==> src/rtl/datapath_pkg.sv <==
// datapath_pkg
// Shared constants for the single-cycle R-type datapath: instruction field
// widths, the R-type opcode, the supported funct codes and the ALU control
// encoding.
package datapath_pkg;

    localparam int DATA_W     = 32;
    localparam int REG_ADDR_W = 5;
    localparam int REG_COUNT  = 32;
    localparam int OPCODE_W   = 6;
    localparam int SHAMT_W    = 5;
    localparam int FUNCT_W    = 6;

    localparam logic [OPCODE_W-1:0] OP_RTYPE = 6'b000000;

    localparam logic [FUNCT_W-1:0] FUNCT_ADD = 6'h20;
    localparam logic [FUNCT_W-1:0] FUNCT_SUB = 6'h22;
    localparam logic [FUNCT_W-1:0] FUNCT_AND = 6'h24;
    localparam logic [FUNCT_W-1:0] FUNCT_OR  = 6'h25;
    localparam logic [FUNCT_W-1:0] FUNCT_NOR = 6'h27;
    localparam logic [FUNCT_W-1:0] FUNCT_SLT = 6'h2A;

    typedef enum logic [3:0] {
        ALU_AND = 4'b0000,
        ALU_OR  = 4'b0001,
        ALU_ADD = 4'b0010,
        ALU_SUB = 4'b0110,
        ALU_SLT = 4'b0111,
        ALU_NOR = 4'b1100
    } alu_ctrl_t;

endpackage

==> src/rtl/data_path_register_bank.sv <==
// register_bank
// 32 x 32-bit register file with two asynchronous read ports and one
// synchronous write port. Register 0 always reads as zero and ignores writes.
// Storage is deliberately named MEM so simulation can preload it by path.
// Ports:
//   clk      - rising-edge write clock
//   rs_addr  - read port A index
//   rt_addr  - read port B index
//   rd_addr  - write index
//   wr_en    - write strobe, sampled on the rising edge
//   wr_data  - write data
//   rs_data  - read port A data
//   rt_data  - read port B data
module register_bank
    import datapath_pkg::*;
(
    input  logic                  clk,
    input  logic [REG_ADDR_W-1:0] rs_addr,
    input  logic [REG_ADDR_W-1:0] rt_addr,
    input  logic [REG_ADDR_W-1:0] rd_addr,
    input  logic                  wr_en,
    input  logic [DATA_W-1:0]     wr_data,
    output logic [DATA_W-1:0]     rs_data,
    output logic [DATA_W-1:0]     rt_data
);

    reg [31:0] MEM [0:31];

    // No reset on the array so preloaded contents survive a datapath reset.
    always_ff @(posedge clk) begin
        if (wr_en && (rd_addr != '0)) begin
            MEM[rd_addr] <= wr_data;
        end
    end

    // Reads see the pre-edge value during a write cycle.
    assign rs_data = (rs_addr == '0) ? '0 : MEM[rs_addr];
    assign rt_data = (rt_addr == '0) ? '0 : MEM[rt_addr];

endmodule

==> src/rtl/data_path.sv <==
// data_path
// Single-cycle MIPS-style R-type execution core: decodes the instruction,
// reads rs/rt from the register bank, computes the ALU result and writes it
// back to rd on the next rising edge.
// Ports:
//   clk         - clock, rising-edge active
//   reset       - synchronous active-high; clears wb_data/wb_valid only
//   instruction - R-type instruction word
//   alu_result  - combinational ALU result (0 for a NOP)
//   zero        - combinational, high when alu_result is 0
//   wb_data     - value of the most recent write-back
//   wb_valid    - high for the cycle following a write-back
module data_path
    import datapath_pkg::*;
(
    input  logic        clk,
    input  logic        reset,
    input  logic [31:0] instruction,
    output logic [31:0] alu_result,
    output logic        zero,
    output logic [31:0] wb_data,
    output logic        wb_valid
);

    logic [OPCODE_W-1:0]   opcode;
    logic [REG_ADDR_W-1:0] rs;
    logic [REG_ADDR_W-1:0] rt;
    logic [REG_ADDR_W-1:0] rd;
    logic [SHAMT_W-1:0]    unused_shamt;
    logic [FUNCT_W-1:0]    funct;

    logic                  instr_valid;
    alu_ctrl_t             alu_ctrl;
    logic [DATA_W-1:0]     rs_data;
    logic [DATA_W-1:0]     rt_data;
    logic                  wr_en;

    assign opcode       = instruction[31:26];
    assign rs           = instruction[25:21];
    assign rt           = instruction[20:16];
    assign rd           = instruction[15:11];
    assign unused_shamt = instruction[10:6];
    assign funct        = instruction[5:0];

    // Funct decode: anything other than a supported R-type op is a NOP.
    always_comb begin
        instr_valid = 1'b0;
        alu_ctrl    = ALU_AND;
        if (opcode == OP_RTYPE) begin
            instr_valid = 1'b1;
            case (funct)
                FUNCT_ADD: alu_ctrl = ALU_ADD;
                FUNCT_SUB: alu_ctrl = ALU_SUB;
                FUNCT_AND: alu_ctrl = ALU_AND;
                FUNCT_OR:  alu_ctrl = ALU_OR;
                FUNCT_NOR: alu_ctrl = ALU_NOR;
                FUNCT_SLT: alu_ctrl = ALU_SLT;
                default:   instr_valid = 1'b0;
            endcase
        end
    end

    register_bank RB (
        .clk     (clk),
        .rs_addr (rs),
        .rt_addr (rt),
        .rd_addr (rd),
        .wr_en   (wr_en),
        .wr_data (alu_result),
        .rs_data (rs_data),
        .rt_data (rt_data)
    );

    // ALU: arithmetic wraps silently; SLT is a signed compare.
    always_comb begin
        alu_result = '0;
        if (instr_valid) begin
            case (alu_ctrl)
                ALU_ADD: alu_result = rs_data + rt_data;
                ALU_SUB: alu_result = rs_data - rt_data;
                ALU_AND: alu_result = rs_data & rt_data;
                ALU_OR:  alu_result = rs_data | rt_data;
                ALU_NOR: alu_result = ~(rs_data | rt_data);
                ALU_SLT: alu_result = {31'b0, ($signed(rs_data) < $signed(rt_data))};
                default: alu_result = '0;
            endcase
        end
    end

    assign zero  = (alu_result == '0);

    // A reset in the same cycle suppresses the write.
    assign wr_en = instr_valid && (rd != '0) && !reset;

    // Write-back status; wb_data holds the last written value between writes.
    always_ff @(posedge clk) begin
        if (reset) begin
            wb_data  <= '0;
            wb_valid <= 1'b0;
        end else begin
            wb_valid <= wr_en;
            if (wr_en) begin
                wb_data <= alu_result;
            end
        end
    end

endmodule

==> config.mk <==
export PLATFORM = sky130hd
export DESIGN_NAME = data_path
export DESIGN_NICKNAME = d
export VERILOG_FILES = /design/src/rtl/datapath_pkg.sv /design/src/rtl/data_path_register_bank.sv /design/src/rtl/data_path.sv
export SDC_FILE = /design/constraint.sdc
export NUM_CORES = 1
export LEC_CHECK = 0
export CORE_UTILIZATION = 45
export DETAILED_ROUTE_END_ITERATION = 8
export GPL_TIMING_DRIVEN = 0
export SETUP_SLACK_MARGIN = 0.02
export SLEW_MARGIN = 5
export SYNTH_ARGS = -nofsm -noshare
export SYNTH_HDL_FRONTEND = slang
export SYNTH_SLANG_ARGS = --single-unit
==> constraint.sdc <==
create_clock -name clk -period 12.4 [get_ports clk]
set_clock_uncertainty 0.05 [all_clocks]
set_input_delay 1.86 -clock clk [delete_from_list [all_inputs] [get_ports clk]]
set_output_delay 1.86 -clock clk [all_outputs]
set_load 0.02 [all_outputs]
==> results.md <==
| Group | Parameter | This run |
|---|---|---|
| final layout | Post-route insts no fill | 5224 |
| sta | Slew at the pin closest to its max-slew limit | 1394 ps |
| yosys | Synth Instances | 3220 |
| worst setup path | Signal arrival time at the worst endpoint | 10450 ps |
| global route | First-pass GRT wire length | 259900 µm |
| worst setup path | Delay of the slowest cell on the worst path | 670 ps |
| sta | Crit path setup slack, layout | 43.05 ps |
| drt | Vias | 34650 |
| sta | Setup violation total in the final timing report | 0 |
| yosys | Top_reg_cell synth | sky130_fd_sc_hd__edfxtp_1 |
| drt | Post-DR wirelength/cell | 35.90 µm |
| floorplanning | Core Region | 119800 µm² |
| sta | Final Cycle Share | 0.9965 |
| yosys | Yosys top cell area share | 0.5655 |
| sta | Number of hold violations in the final report | 0 |
| yosys | Syn_area_per_cell | 16.87 µm² |
| placed design | Quantity of I/O buffers inserted on ports | 89 |
| sta | Relative slew slack | 0.07038 |
| pwr | Power per unit of standard cell area | 124.2 nW/µm² |
| pwr | Leakage power | 23.02 nW |
| worst setup path | Nature of the critical path startpoint | input port |
| floorplanning | Number of I/O pins | 100 |
| yosys | Number of synthesized flops with an enable pin | 1023 |
| floorplanning | Die height | 349.4 µm |
| global route | Global routing usage summed across all routing layers | 0.3096 |
| global route | Pin count of the biggest net entering global routing | 36 |
| yosys | Most used standard cell by instance count after synthesis | sky130_fd_sc_hd__edfxtp_1 |
| drt | Initial DRC count | 5258 |
| run status | Result of the run | complete, no violations |
| drt | Via density | 6.634 |
| clock tree | Root buffer cell | sky130_fd_sc_hd__clkbuf_16 |
| clock tree | Clk pin slew, worst setup/hold paths | 60 ps |
| clock tree | H-tree Lvls | 3 |
| placed design | Weighted congestion reported at the end of routability-driven placement | 0.9831 |
| final layout | Layout cell share with drive strength beyond 1 | 0.2938 |
| global route | Via count of the first global-routing pass | 33800 |
| sta | Hold slack final | 402.2 ps |
| floorplanning | Full die area | 122100 µm² |
| worst setup path | Worst Path Max Fanout | 10 |
| sta | Number of max-slew violations in the final report | 0 |
| sta | Min cycle time layout | 12360 ps |
| yosys | Count of different cell masters after synthesis | 87 |
| yosys | Number of synthesized register bits | 1056 |
| yosys | Fraction of registers with async set or reset after synthesis | 0 |
| clock tree | Deepest clock path buffer count | 3 |
| pwr | IR Drop Worst-Case VDD | 0.1184 mV |
| sta | Maximum operating frequency | 0.08093 GHz |
| clock tree | CTS tree | done |
| drt | Routed Antenna Nets | 0 |
| placed design | Placed cell areas | 59160 µm² |
| worst setup path | Worst EP required | 10490 ps |
| yosys | Post-Syn Area | 54320 µm² |
| final layout | Layout Nets | 3655 |
| global route | Remaining Overflow, GRT | 0 |
| worst setup path | Cell type of the slowest stage on the worst timing path | sky130_fd_sc_hd__clkdlybuf4s50_1 |
| final layout | Post-route cell area | 63020 µm² |
| flow run | Count of max-cap constraint violations | 0 |
| placed design | Pre-CTS worst setup slack | -1957 ps |
| drt | Wirelength, routed | 187500 µm |
| drt | Router iterations before antenna repair | 5 |
| global route | Number of antenna violations at the first check in global routing | 2 |
| sta | Setup repair after global routing missed its margin | false |
| hold path | Worst Hold Class | reg2reg |
| floorplanning | Initial Util | 0.4534 |
| floorplanning | Die span in x | 349.4 µm |
| worst setup path | Capturing element type of the critical path | output pin |
| clock tree | Number of buffers created by CTS | 110 |
| placed design | Half-perimeter wire length after detailed placement | 132200 µm |
| floorplanning | Rows | 127 |
| yosys | Synthesis Warnings | 0 |
| clock tree | Clk Latency, worst-skew pair | 720 ps |
| yosys | Synth top area cells | sky130_fd_sc_hd__edfxtp_1, sky130_fd_sc_hd__mux4_2, sky130_fd_sc_hd__ha_1 |
| final layout | Layout overhead on the synthesized area | 16.01% |
| drt | DRC violations left | 0 |
| clock tree | TritonCTS sink count | 1056 |
| placed design | Placed Cells | 5020 |
| yosys | Yosys top cell by area | sky130_fd_sc_hd__edfxtp_1 |
| worst setup path | Type of the worst setup path | in2out |
| yosys | Cell types with the highest counts after synthesis | sky130_fd_sc_hd__edfxtp_1, sky130_fd_sc_hd__mux4_2, sky130_fd_sc_hd__nand2_1 |
| yosys | Proportion of synthesized chip area in sequential cells | 0.5777 |
==> state kept, by name, indices dropped and copies added, names as in the netlist <==
signal and flops:
wb_valid 1, RB.MEM 1023, wb_data 32
==> kinds of logic after synthesis <==
kind of cell    Yosys count  synth area share
flops                  1056            0.5777
mux                     646            0.2610
simple gates            616           0.05353
compound gates          410           0.04978
buf+inv                 332           0.02495
fa+ha+maj               102           0.02377
xor+xnor                 57          0.009190
other cells               1        0.00006903
==> power breakdown <==
part	leakage (nW)	total [W]	switching, W	internal, W
Sequential	11.9	0.00387	0.00000193	0.00387
Clock	1.76	0.00335	0.00141	0.00194
Combinational	9.31	0.000608	0.000391	0.000217
Total	23.0	0.00782	0.00180	0.00602
==> critical path, delay by kind of cell <==
family,cells,cell delay (ps)
AO/OA/AOI/OAI,8,2400
buffers and inverters,9,3280
AND/OR/NAND/NOR,5,1450
multiplexers,2,930
XOR/XNOR,1,130
adder cells (fa/ha/maj),1,360
==> final cells by class <==
class / count / area [µm²]
Clock buffer: 134 / 2928
Inverter: 106 / 397.9
Timing Repair Buffer: 161 / 2256
Buffer: 222 / 1166
Fill cell: 9738 / 56790
Sequential cell: 1056 / 31380
Tap cell: 1612 / 2017
Clock inverter: 70 / 681.9
Multi-Input combinational cell: 1862 / 22190
Antenna cell: 1 / 2.502
==> metal layers <==
layer  GRT usage  routed length [µm]  up-vias  share of wire
met1      0.4230               70870    18140           0.38
li1            -                   -    13820              -
met4      0.1322                8830        2          0.047
met5           0                  13        -       0.000069
met2      0.4795               86670     2325           0.46
met3     0.06958               21160      368           0.11
==> path summary, 6_finish.rpt <==
| check | slack [ps] | cells past startpoint | end | from |
|---|---|---|---|---|
| min reg2reg | 400 | 2 | wb_data[7]$_SDFFE_PP0P_ | wb_data[7]$_SDFFE_PP0P_ |
| max | 40 | 26 | zero | instruction[22] |
| min | 400 | 2 | wb_data[7]$_SDFFE_PP0P_ | wb_data[7]$_SDFFE_PP0P_ |
| max reg2reg | 6020 | 20 | RB.MEM[16][29]$_DFFE_PP_ | RB.MEM[20][8]$_DFFE_PP_ |
==> metrics by stage <==
step             util  total power, W  TNS, ps
2_1_floorplan       -        0.004321        0
3_3_place_gp   0.4786        0.004526  -839500
3_5_place_dp   0.4938        0.004535   -22990
4_1_cts        0.5254        0.007836        0
5_1_grt        0.5260        0.007993        0
6_report       0.5260        0.007824        0
==> cells in the final DEF, fill, tap and decap left out, drive strengths merged, types with 8 or more instances in the layout <==
master	n
a21oi	135
conb	31
a31oi	14
nor4	13
a22oi	22
o22ai	19
nand2	240
nand2b	41
a21o	22
nand3	21
nand3b	14
edfxtp	1023
o21a	9
nor2	144
and2	8
clkinv	53
clkbuf	272
xnor2	42
xor2	15
o211ai	13
inv	107
dfxtp	33
or3	14
o31ai	13
ha	100
mux4	616
mux2i	25
nor3	47
nor2b	19
buf	151
nand4	15
o21ai	69
clkdlybuf4s50	89
o21bai	18
bufinv	13
a211oi	8
==> timing repair <==
item | in CTS | in global routing
pin swaps | 1 | 1
resized for setup | 124 | 78
setup endpoints to repair | 28 | 6
hold buffers | 0 | 0
setup buffers | 0 | 3
(Power assumes the default switching activity.)
